==> src/rtl/pwr_sequencer.sv <==
// Power/authority sequencer: OFF/ON/PEND_OFF/OVRSPD state machine that gates
//   balance_cntrl through pwr_up and raises overspeed and battery-low alerts.
// Latency: every output is registered and updates on the clock edge after its
//   cause. A button edge reaches pwr_up 3 clocks later (2 sync + 1 register).
// Backpressure: none. The inputs are level/strobe sampled and nothing is queued.
//
// Ports:
//   clk, rst_n    system clock, asynchronous active-low reset
//   tgglMd        raw rider button level (asynchronous, active-high press)
//   vld           one-cycle strobe, new sample set (too_fast, batt) valid
//   rider_off     high when the load cells see no rider
//   too_fast      overspeed status from balance_cntrl
//   batt[11:0]    unsigned battery reading, valid with vld
//   pwr_up        enables balance_cntrl
//   ovr_spd       overspeed alert
//   batt_low      battery-low alert
//   state_o[1:0]  OFF=0, ON=1, PEND_OFF=2, OVRSPD=3

module pwr_sequencer #(
    parameter int unsigned IDLE_TMO_W = 26,
    parameter int unsigned FAST_CNT   = 4,
    parameter logic [11:0] BATT_THRES = 12'h800
) (
    input  logic        clk,
    input  logic        rst_n,
    input  logic        tgglMd,
    input  logic        vld,
    input  logic        rider_off,
    input  logic        too_fast,
    input  logic [11:0] batt,
    output logic        pwr_up,
    output logic        ovr_spd,
    output logic        batt_low,
    output logic [1:0]  state_o
);

    localparam logic [1:0] ST_OFF      = 2'd0;
    localparam logic [1:0] ST_ON       = 2'd1;
    localparam logic [1:0] ST_PEND_OFF = 2'd2;
    localparam logic [1:0] ST_OVRSPD   = 2'd3;

    localparam int unsigned      CNT_W    = $clog2(FAST_CNT + 1);
    // The transition fires on the strobe that would take the count to
    // FAST_CNT, so the comparison is against the value one short of it.
    localparam logic [CNT_W-1:0] CNT_LAST = CNT_W'(FAST_CNT - 1);

    // ------------------------------------------------------------------
    // Button synchronizer and rising-edge detect
    // ------------------------------------------------------------------
    logic sync1_q;
    logic sync2_q;
    logic hist_q;
    logic press;

    always_ff @(posedge clk or negedge rst_n) begin
        if (!rst_n) begin
            sync1_q <= 1'b0;
            sync2_q <= 1'b0;
            hist_q  <= 1'b0;
        end else begin
            sync1_q <= tgglMd;
            sync2_q <= sync1_q;
            hist_q  <= sync2_q;
        end
    end

    // One-clock pulse per rising edge; holding the button gives one pulse.
    assign press = sync2_q & ~hist_q;

    // ------------------------------------------------------------------
    // State, counters and registered outputs
    // ------------------------------------------------------------------
    logic [1:0]            state_q,    state_d;
    logic [CNT_W-1:0]      spd_cnt_q,  spd_cnt_d;
    logic [IDLE_TMO_W-1:0] idle_q,     idle_d;
    logic                  pwr_up_q,   pwr_up_d;
    logic                  ovr_spd_q,  ovr_spd_d;
    logic                  batt_low_q, batt_low_d;

    logic spd_hit;   // overspeed entry condition this cycle
    logic rec_hit;   // overspeed recovery condition this cycle
    logic idle_exp;  // idle timer terminal count with rider still off

    assign spd_hit  = vld &  too_fast & (spd_cnt_q == CNT_LAST);
    assign rec_hit  = vld & ~too_fast & (spd_cnt_q == CNT_LAST);
    assign idle_exp = rider_off & (&idle_q);

    // Next-state logic; the order of the if-chain encodes exit priority.
    always_comb begin
        state_d = state_q;
        case (state_q)
            ST_OFF: begin
                if (press) state_d = ST_ON;
            end
            ST_ON: begin
                if (spd_hit)       state_d = ST_OVRSPD;
                else if (idle_exp) state_d = ST_OFF;
                else if (press)    state_d = ST_PEND_OFF;
            end
            ST_PEND_OFF: begin
                // Power-down is deferred until the rider has stepped off;
                // a second press cancels the request.
                if (spd_hit)        state_d = ST_OVRSPD;
                else if (rider_off) state_d = ST_OFF;
                else if (press)     state_d = ST_ON;
            end
            ST_OVRSPD: begin
                // Presses are deliberately dropped here so the rider cannot
                // request power-down while the platform is over speed.
                if (rec_hit) state_d = ST_ON;
            end
            default: state_d = ST_OFF;
        endcase
    end

    // One counter serves both directions: consecutive too_fast samples in
    // ON/PEND_OFF, consecutive good samples in OVRSPD. Any state change
    // restarts it so each phase counts from zero.
    always_comb begin
        spd_cnt_d = spd_cnt_q;
        if ((state_q == ST_OFF) || (state_d != state_q)) begin
            spd_cnt_d = '0;
        end else if (vld) begin
            if (state_q == ST_OVRSPD) begin
                spd_cnt_d = too_fast ? '0 : spd_cnt_q + CNT_W'(1);
            end else begin
                spd_cnt_d = too_fast ? spd_cnt_q + CNT_W'(1) : '0;
            end
        end
    end

    // Idle timer runs only while ON with no rider; expiry is handled by the
    // state logic, which leaves ON and therefore clears the timer.
    always_comb begin
        idle_d = '0;
        if ((state_q == ST_ON) && (state_d == ST_ON) && rider_off) begin
            idle_d = idle_q + IDLE_TMO_W'(1);
        end
    end

    // Outputs are decoded from the next state so they change on the same
    // edge as state_o.
    always_comb begin
        pwr_up_d   = (state_d != ST_OFF);
        ovr_spd_d  = (state_d == ST_OVRSPD);
        batt_low_d = batt_low_q;
        if (state_d == ST_OFF) begin
            batt_low_d = 1'b0;
        end else if (pwr_up_q && vld) begin
            // Gated on the registered pwr_up so the cycle that powers on
            // from OFF never samples batt.
            batt_low_d = (batt < BATT_THRES);
        end
    end

    always_ff @(posedge clk or negedge rst_n) begin
        if (!rst_n) begin
            state_q    <= ST_OFF;
            spd_cnt_q  <= '0;
            idle_q     <= '0;
            pwr_up_q   <= 1'b0;
            ovr_spd_q  <= 1'b0;
            batt_low_q <= 1'b0;
        end else begin
            state_q    <= state_d;
            spd_cnt_q  <= spd_cnt_d;
            idle_q     <= idle_d;
            pwr_up_q   <= pwr_up_d;
            ovr_spd_q  <= ovr_spd_d;
            batt_low_q <= batt_low_d;
        end
    end

    assign pwr_up   = pwr_up_q;
    assign ovr_spd  = ovr_spd_q;
    assign batt_low = batt_low_q;
    assign state_o  = state_q;

endmodule

==> config.mk <==
export PLATFORM = sky130hd
export DESIGN_NAME = pwr_sequencer
export DESIGN_NICKNAME = d
export VERILOG_FILES = /design/src/rtl/pwr_sequencer.sv
export SDC_FILE = /design/constraint.sdc
export NUM_CORES = 1
export LEC_CHECK = 0
export CAP_MARGIN = 20
export CORE_UTILIZATION = 50
export CTS_CLUSTER_DIAMETER = 80
export DETAILED_ROUTE_END_ITERATION = 10
export MAX_ROUTING_LAYER = met4
export PLACE_DENSITY = 0.73
export SYNTH_ARGS = -nofsm -noshare
export SYNTH_HDL_FRONTEND = slang
export SYNTH_SLANG_ARGS = --single-unit
==> constraint.sdc <==
create_clock -name clk -period 2.4 [get_ports clk]
set_input_delay 0.48 -clock clk [delete_from_list [all_inputs] [get_ports clk]]
set_output_delay 0.48 -clock clk [all_outputs]
set_load 0.01 [all_outputs]
==> results.ini, run 1 <==
[yosys]
synthTopCellsByCount=dfrtp_1, nor2_1, nand2_1, a21oi_1
synth_edf_count=0
synth_cell_types=35
synth.avg_cell_area_sq_um=9.529
synth_largest_area_cell=dfrtp_1
post-synth-top-area-fraction_pct=47.87
synth_cells=203
syn_nets=224
ys_seq_area_share_pct=47.87
synth_most_common_cell=dfrtp_1
ys_ff_latch=37
synth_top_flop_cell=dfrtp_1
synth_warnings=0
synthTopCellsByArea=dfrtp_1, a21oi_1, nand4_1, nor2_1, or4_1
synth_area_sq_mm=0.001934
synth-async-reset-ratio_pct=100.0

[global_routing]
overflow=0
grt.total_usage_pct=21.71
grt_pass1_wl_um=6699
grt_pass1_vias=1564
grt_max_degree=38
antenna_found_initial=0

[timing]
maxSlewViolCount=0
setup_ws_ns=0.1786
setup_violations=0
fin_worst_skew_ns=0.004786
fin_crit_sh_pct=92.56
fmax_mhz=450.2
rsz0062_at_grt=false
hold_viol=0
slew_headroom_pct=69.17
post-route-min-period_ns=2.221
tightest_slew_ns=0.4624
fin_setup_tns_ns=0

[power]
p_leak_nw=0.8100
irDropWorstVdd_mv=0.3918
pwr_density_cell_mw_per_mm2=702.3

[min_path]
hp-class=register to register

[worst_setup_path]
critPathCaptureType=register
crit_required_ns=2.57
crit_chain=ha_1, nand4_1, or4_1, o21bai_4, buf_12, a21oi_1
slowest_delay_ns=0.75
cp_slowest_cell=or4_1
worst-path-max-fanout=19
critical_path.top_delay_family=simple AND/OR/NAND/NOR gates
startpoint_type=register
cp.arrival_ns=2.39
crit_type=register to register
path_buf_inv=1

[floorplan]
die-area_sq_mm=0.004122
rows=22
die_y_um=64.20
die_w_um=64.20
top_level_ports=23
start_util_pct=52.44
core_sq_mm=0.003689

[clock_network]
clk_latency_ns=0.29
post_cts_buffers=0
cts_hold_buf=0
clkSlewWorstSetupHoldPaths_ns=0.07
numCtsBuffers=5
cts_tree=built
cts_htree_levels=2
cts_root_buffer=clkbuf_8
cts.sinks=37
cts.path.max_buffers=2

[detailed_routing]
drc=0
final_antenna_net_count=0
wl_per_cell_um=13.94
vias=1567
first_pass_iters=4
drt_iter0_markers=141
drt-vias-per-instance=5.936
drt-total-wl_um=3679

[finish]
area_delta_synth_final_pct=13.00
layout-drive-gt1-share_pct=5.556
diodes=0
nets=237

[status]
status=completed

[place]
place.gp.congestion=0.8165
post-place-ws_ns=0.1890
hpwlAfterDp_um=2542
io_buffer_count=11

[job]
maxCapViolCount=0

==> through the flow <==
| step | utilization, % | hold slack, ns | power (mW) | instance area, sq um | cells |
|---|---|---|---|---|---|
| after detailed placement | 56.92 | 0.3397 | 1.116 | 2100 | 257 |
| final | 59.26 | 0.3529 | 1.535 | 2186 | 264 |
| after floorplan | - | 0.1844 | 0.9643 | 1934 | 203 |
| after global routing | 59.26 | 0.3690 | 1.628 | 2186 | 264 |
| after CTS | 59.26 | 0.3553 | 1.554 | 2186 | 264 |
| after global placement | 56.92 | 0.3391 | 1.102 | 2100 | 257 |
==> logic make-up (layout without fill, tap and decap cells) <==
group                      after synthesis  count (layout)  synth area share (%)
DFF                                     37              37                 47.87
AOI/OAI and AO/OA                       46              46                 15.20
buffers and inverters                   11              24                 2.652
and+or+nand+nor                         93              93                 26.46
adders and majority gates                3               3                 1.941
xor gates and xnor gates                13              13                 5.886
==> report_power, final <==
group          internal [mW]  switching (mW)  total, mW
clock                  0.228           0.210      0.437
combinational          0.180           0.174      0.354
sequential             0.680          0.0641      0.744
total                   1.09           0.448       1.54
==> placed cells by master (no fill, tap or decap), drive strengths merged <==
| cell type | synthesis | final |
|---|---|---|
| a22oi | 1 | 1 |
| clkbuf | 4 | 7 |
| nand4 | 11 | 11 |
| xor2 | 6 | 6 |
| o21ai | 11 | 11 |
| a21boi | 2 | 2 |
| dfrtp | 37 | 37 |
| xnor2 | 7 | 7 |
| a2bb2oi | 1 | 1 |
| nor2b | 4 | 4 |
| or3 | 6 | 6 |
| and3 | 3 | 3 |
| nand2 | 17 | 17 |
| inv | 3 | 3 |
| or4 | 9 | 9 |
| ha | 3 | 3 |
| nor3 | 4 | 4 |
| o31ai | 7 | 7 |
| nor2 | 18 | 18 |
| nand4b | 1 | 1 |
| o21bai | 2 | 2 |
| o211ai | 2 | 2 |
| nand3 | 10 | 10 |
| clkdlybuf4s50 | 0 | 11 |
| a21oi | 16 | 16 |
| nand2b | 3 | 3 |
| a221oi | 1 | 1 |
| and4 | 6 | 6 |
| a31oi | 2 | 2 |
| nand3b | 1 | 1 |
| buf | 4 | 3 |
| o32ai | 1 | 1 |
==> final timing paths <==
kind	startpoint	endpoint	slack, ns	cells after the start
setup / recovery	idle_q[0]	idle_q[14]	0.18	6
hold / removal	sync1_q	sync2_q	0.35	0
min in group asynchronous	rst_n	ovr_spd	0.60	2
hold reg to reg	sync1_q	sync2_q	0.35	0
max in group asynchronous	rst_n	idle_q[23]	1.46	2
setup reg to reg	idle_q[0]	idle_q[14]	0.18	6
==> layout make-up <==
cell class / count / area (sq um)
fillers: 329 / 1503
multi-input cells: 155 / 957.2
flip-flops and latches: 37 / 925.9
repair buffers: 14 / 145.1
clock buffers: 7 / 86.33
well taps: 48 / 60.06
inverters: 3 / 11.26
==> layer usage <==
metal / part of all wire (%) / vias to the layer above / global-route usage, %
met5: 0 / - / -
met4: 2.6 / 0 / 10.83
met3: 3.2 / 9 / 4.286
met2: 49 / 28 / 36.30
met1: 45 / 747 / 24.83
li1: - / 783 / -
==> flip-flops by register name, indices dropped and copies added, names as in the netlist <==
register / cells
idle_q: 26
state_o: 2
hist_q: 1
pwr_up: 1
batt_low: 1
spd_cnt_q: 3
ovr_spd: 1
sync1_q: 1
sync2_q: 1
==> what timing repair did <==
action,CTS,global route
setup endpoints to repair,0,2
resized for setup,0,1
endpoints found under the hold margin,0,0
Power figures use the tool's default switching activity.
==> inputs of run 2 (changes only) <==
--- a/config.mk
+++ b/config.mk
@@ -5,12 +5,14 @@
 export SDC_FILE = /design/constraint.sdc
 export NUM_CORES = 1
 export LEC_CHECK = 0
+export ABC_AREA = 1
 export CAP_MARGIN = 20
+export CORE_ASPECT_RATIO = 1.4
 export CORE_UTILIZATION = 50
 export CTS_CLUSTER_DIAMETER = 80
 export DETAILED_ROUTE_END_ITERATION = 10
 export MAX_ROUTING_LAYER = met4
-export PLACE_DENSITY = 0.73
+export PLACE_DENSITY = 0.72
 export SYNTH_ARGS = -nofsm -noshare
 export SYNTH_HDL_FRONTEND = slang
 export SYNTH_SLANG_ARGS = --single-unit
==> results.ini, run 2 <==
[clock_network]
cts.sinks=37  ; unchanged
clkSlewWorstSetupHoldPaths_ns=0.07  ; about the same
cts.path.max_buffers=2  ; unchanged
cts_htree_levels=2  ; unchanged
cts_root_buffer=clkbuf_8
cts_hold_buf=0  ; unchanged
cts_tree=built
cts_resized=0  ; unchanged
post_cts_buffers=0  ; unchanged
numCtsBuffers=5  ; unchanged
clk_latency_ns=0.29  ; about the same

[yosys]
ys_ff_latch=37  ; unchanged
synthTopCellsByArea=dfrtp_1, nor3_2, nand2_1, xor2_1, nor3_1
synth_warnings=0  ; unchanged
ys_seq_area_share_pct=44.42  ; -3.4 points
synth_edf_count=0  ; unchanged
synth.avg_cell_area_sq_um=9.103  ; -4.5%
post-synth-top-area-fraction_pct=44.42  ; -3.4 points
synth_top_flop_cell=dfrtp_1
synth_most_common_cell=nand2_1
syn_nets=250  ; +12%
synthTopCellsByCount=nand2_1, dfrtp_1, inv_1, nor2_1, nor3_2
synth_cells=229  ; +13%
synth_largest_area_cell=dfrtp_1
synth-async-reset-ratio_pct=100.0  ; unchanged
synth_cell_types=27  ; -23%
synth_area_sq_mm=0.002084  ; +7.8%

[timing]
fin_crit_sh_pct=82.02  ; -11 points
setup_ws_ns=0.4316  ; +0.2529 ns
fin_setup_tns_ns=0  ; unchanged
setup_violations=0  ; unchanged
tightest_slew_ns=0.7978  ; +0.3354 ns
slew_headroom_pct=46.81  ; -22 points
rsz0062_at_grt=false
fmax_mhz=508.0  ; +13%
hold_viol=0  ; unchanged
post-route-min-period_ns=1.968  ; -0.2529 ns
maxSlewViolCount=0  ; unchanged
fin_worst_skew_ns=0.007110  ; +0.002325 ns

[place]
place.gp.congestion=0.8877  ; +8.7%
io_buffer_count=11  ; unchanged
post-place-ws_ns=0.3030  ; +0.1140 ns
hpwlAfterDp_um=2572  ; +1.2%
dp.cells=282  ; +9.7%

[finish]
area_delta_synth_final_pct=12.60
finish.utilization_pct=59.39  ; +0.13 points
layout-drive-gt1-share_pct=17.81  ; +12 points
diodes=0  ; unchanged
regMostFlops=idle_q
largest_register_ffs=26  ; unchanged
layout_commonest_cell=nand2_1
final_cell_mix=nand2_1, dfrtp_1, inv_1
nets=267  ; +13%
final-instance-count-excl-fill=290  ; +9.8%
n_fill_cell=351  ; +6.7%

[worst_setup_path]
r2r-start=idle_q[0]
crit_start=idle_q[0]
crit_required_ns=2.58  ; about the same
crit_path_frequent_cell=nand2_1
startpoint_type=register
crit_type=register to register
cp.arrival_ns=2.15  ; -0.24 ns
worst-path-max-fanout=26  ; +7
slowest_delay_ns=0.39  ; -0.36 ns
cp_slowest_cell=dfrtp_1
critPathCaptureType=register
crit_chain=ha_1, nand2_1, nor2_4, nand2_4, nor2_4, nand3_2, nand2_1, nand2_1, nand2_1, nand2_1, nand3_4, buf_12, nor3_1

[job]
maxCapViolCount=0  ; unchanged

[power]
irDropWorstVdd_mv=0.7359  ; +88%
pwr_density_cell_mw_per_mm2=798.2  ; +14%
p_leak_nw=0.9486  ; +17%
finalPower_mw=1.874  ; +22%

[detailed_routing]
drt-vias-per-instance=5.272  ; -11%
vias=1529  ; -2.4%
first_pass_iters=4  ; unchanged
wl_per_cell_um=12.47  ; -10%
drt-total-wl_um=3617  ; -1.7%
drt_iter0_markers=43  ; -70%
drc=0  ; unchanged
final_antenna_net_count=0  ; unchanged

[global_routing]
grt_pass1_vias=1535  ; -1.9%
grt.total_usage_pct=19.40  ; -2.3 points
antenna_found_initial=0  ; unchanged
grt_max_degree=38  ; unchanged
grt_pass1_wl_um=6417  ; -4.2%
overflow=0  ; unchanged

[floorplan]
core_sq_mm=0.003953  ; +7.2%
start_util_pct=52.74  ; +0.30 points
rows=27  ; +23%
die_y_um=78.40  ; +22%
die_w_um=56.57  ; -12%
die-area_sq_mm=0.004435  ; +7.6%
top_level_ports=23  ; unchanged

[min_path]
hp-class=primary input to async pin

[status]
status=completed

run 2: metrics by stage:
| step | cell area [sq um] | hold WS, ns |
|---|---|---|
| global placement | 2246 | 0.3335 |
| finish | 2347 | 0.2664 |
| global route | 2347 | 0.3282 |
| detailed placement | 2246 | 0.3582 |
| CTS | 2347 | 0.2947 |
| floorplan | 2085 | 0.1844 |
run 2: worst max-delay path, delay by kind of cell (launching register included):
family                   cells  cell delay [ns]
AND/OR/NAND/NOR             11             1.05
buffers and inverters        1             0.20
adder cells (fa/ha/maj)      1             0.20
flip-flops                   1             0.39
run 2: power by group:
group	internal [mW]	total, mW	switching (mW)
logic	0.241	0.668	0.427
clock network	0.259	0.480	0.221
registers	0.680	0.726	0.0456
run 2: metal layers:
layer,routed length (um),vias to the layer above,track usage (%)
met1,1472,725,19.74
met5,0,-,-
met2,1939,15,33.65
met4,112,0,10.49
met3,93,12,4.942
li1,-,777,-
run 2: cell families (layout without fill, tap and decap cells):
family	count (synthesis)	after routing	share of synthesized area [%]
xor gates and xnor gates	24	24	10.08
AOI/OAI and AO/OA	10	10	2.882
and+or+nand+nor	128	128	34.51
DFF	37	37	44.42
adders and majority gates	3	3	1.801
buffers and inverters	27	45	6.302
run 2: worst paths after layout:
path / end / slack [ns] / cells past startpoint
worst min-delay path: idle_q[0] / 0.27 / 1
min in group clk: sync2_q / 0.37 / 0
worst min register to register: sync2_q / 0.37 / 0
max in group asynchronous: idle_q[13] / 1.62 / 1
worst max-delay path: idle_q[4] / 0.43 / 13
worst max register to register: idle_q[4] / 0.43 / 13
run 2: final cells by class:
cell class	count	area, sq um	area share [%]
Multi-Input combinational cell	165	1027	43.76
Tap cell	43	53.80	2.292
Clock inverter	1	5.005	0.2132
Clock buffer	7	96.34	4.104
Sequential cell	37	925.9	39.45
Timing Repair Buffer	14	152.6	6.503
Inverter	23	86.33	3.678
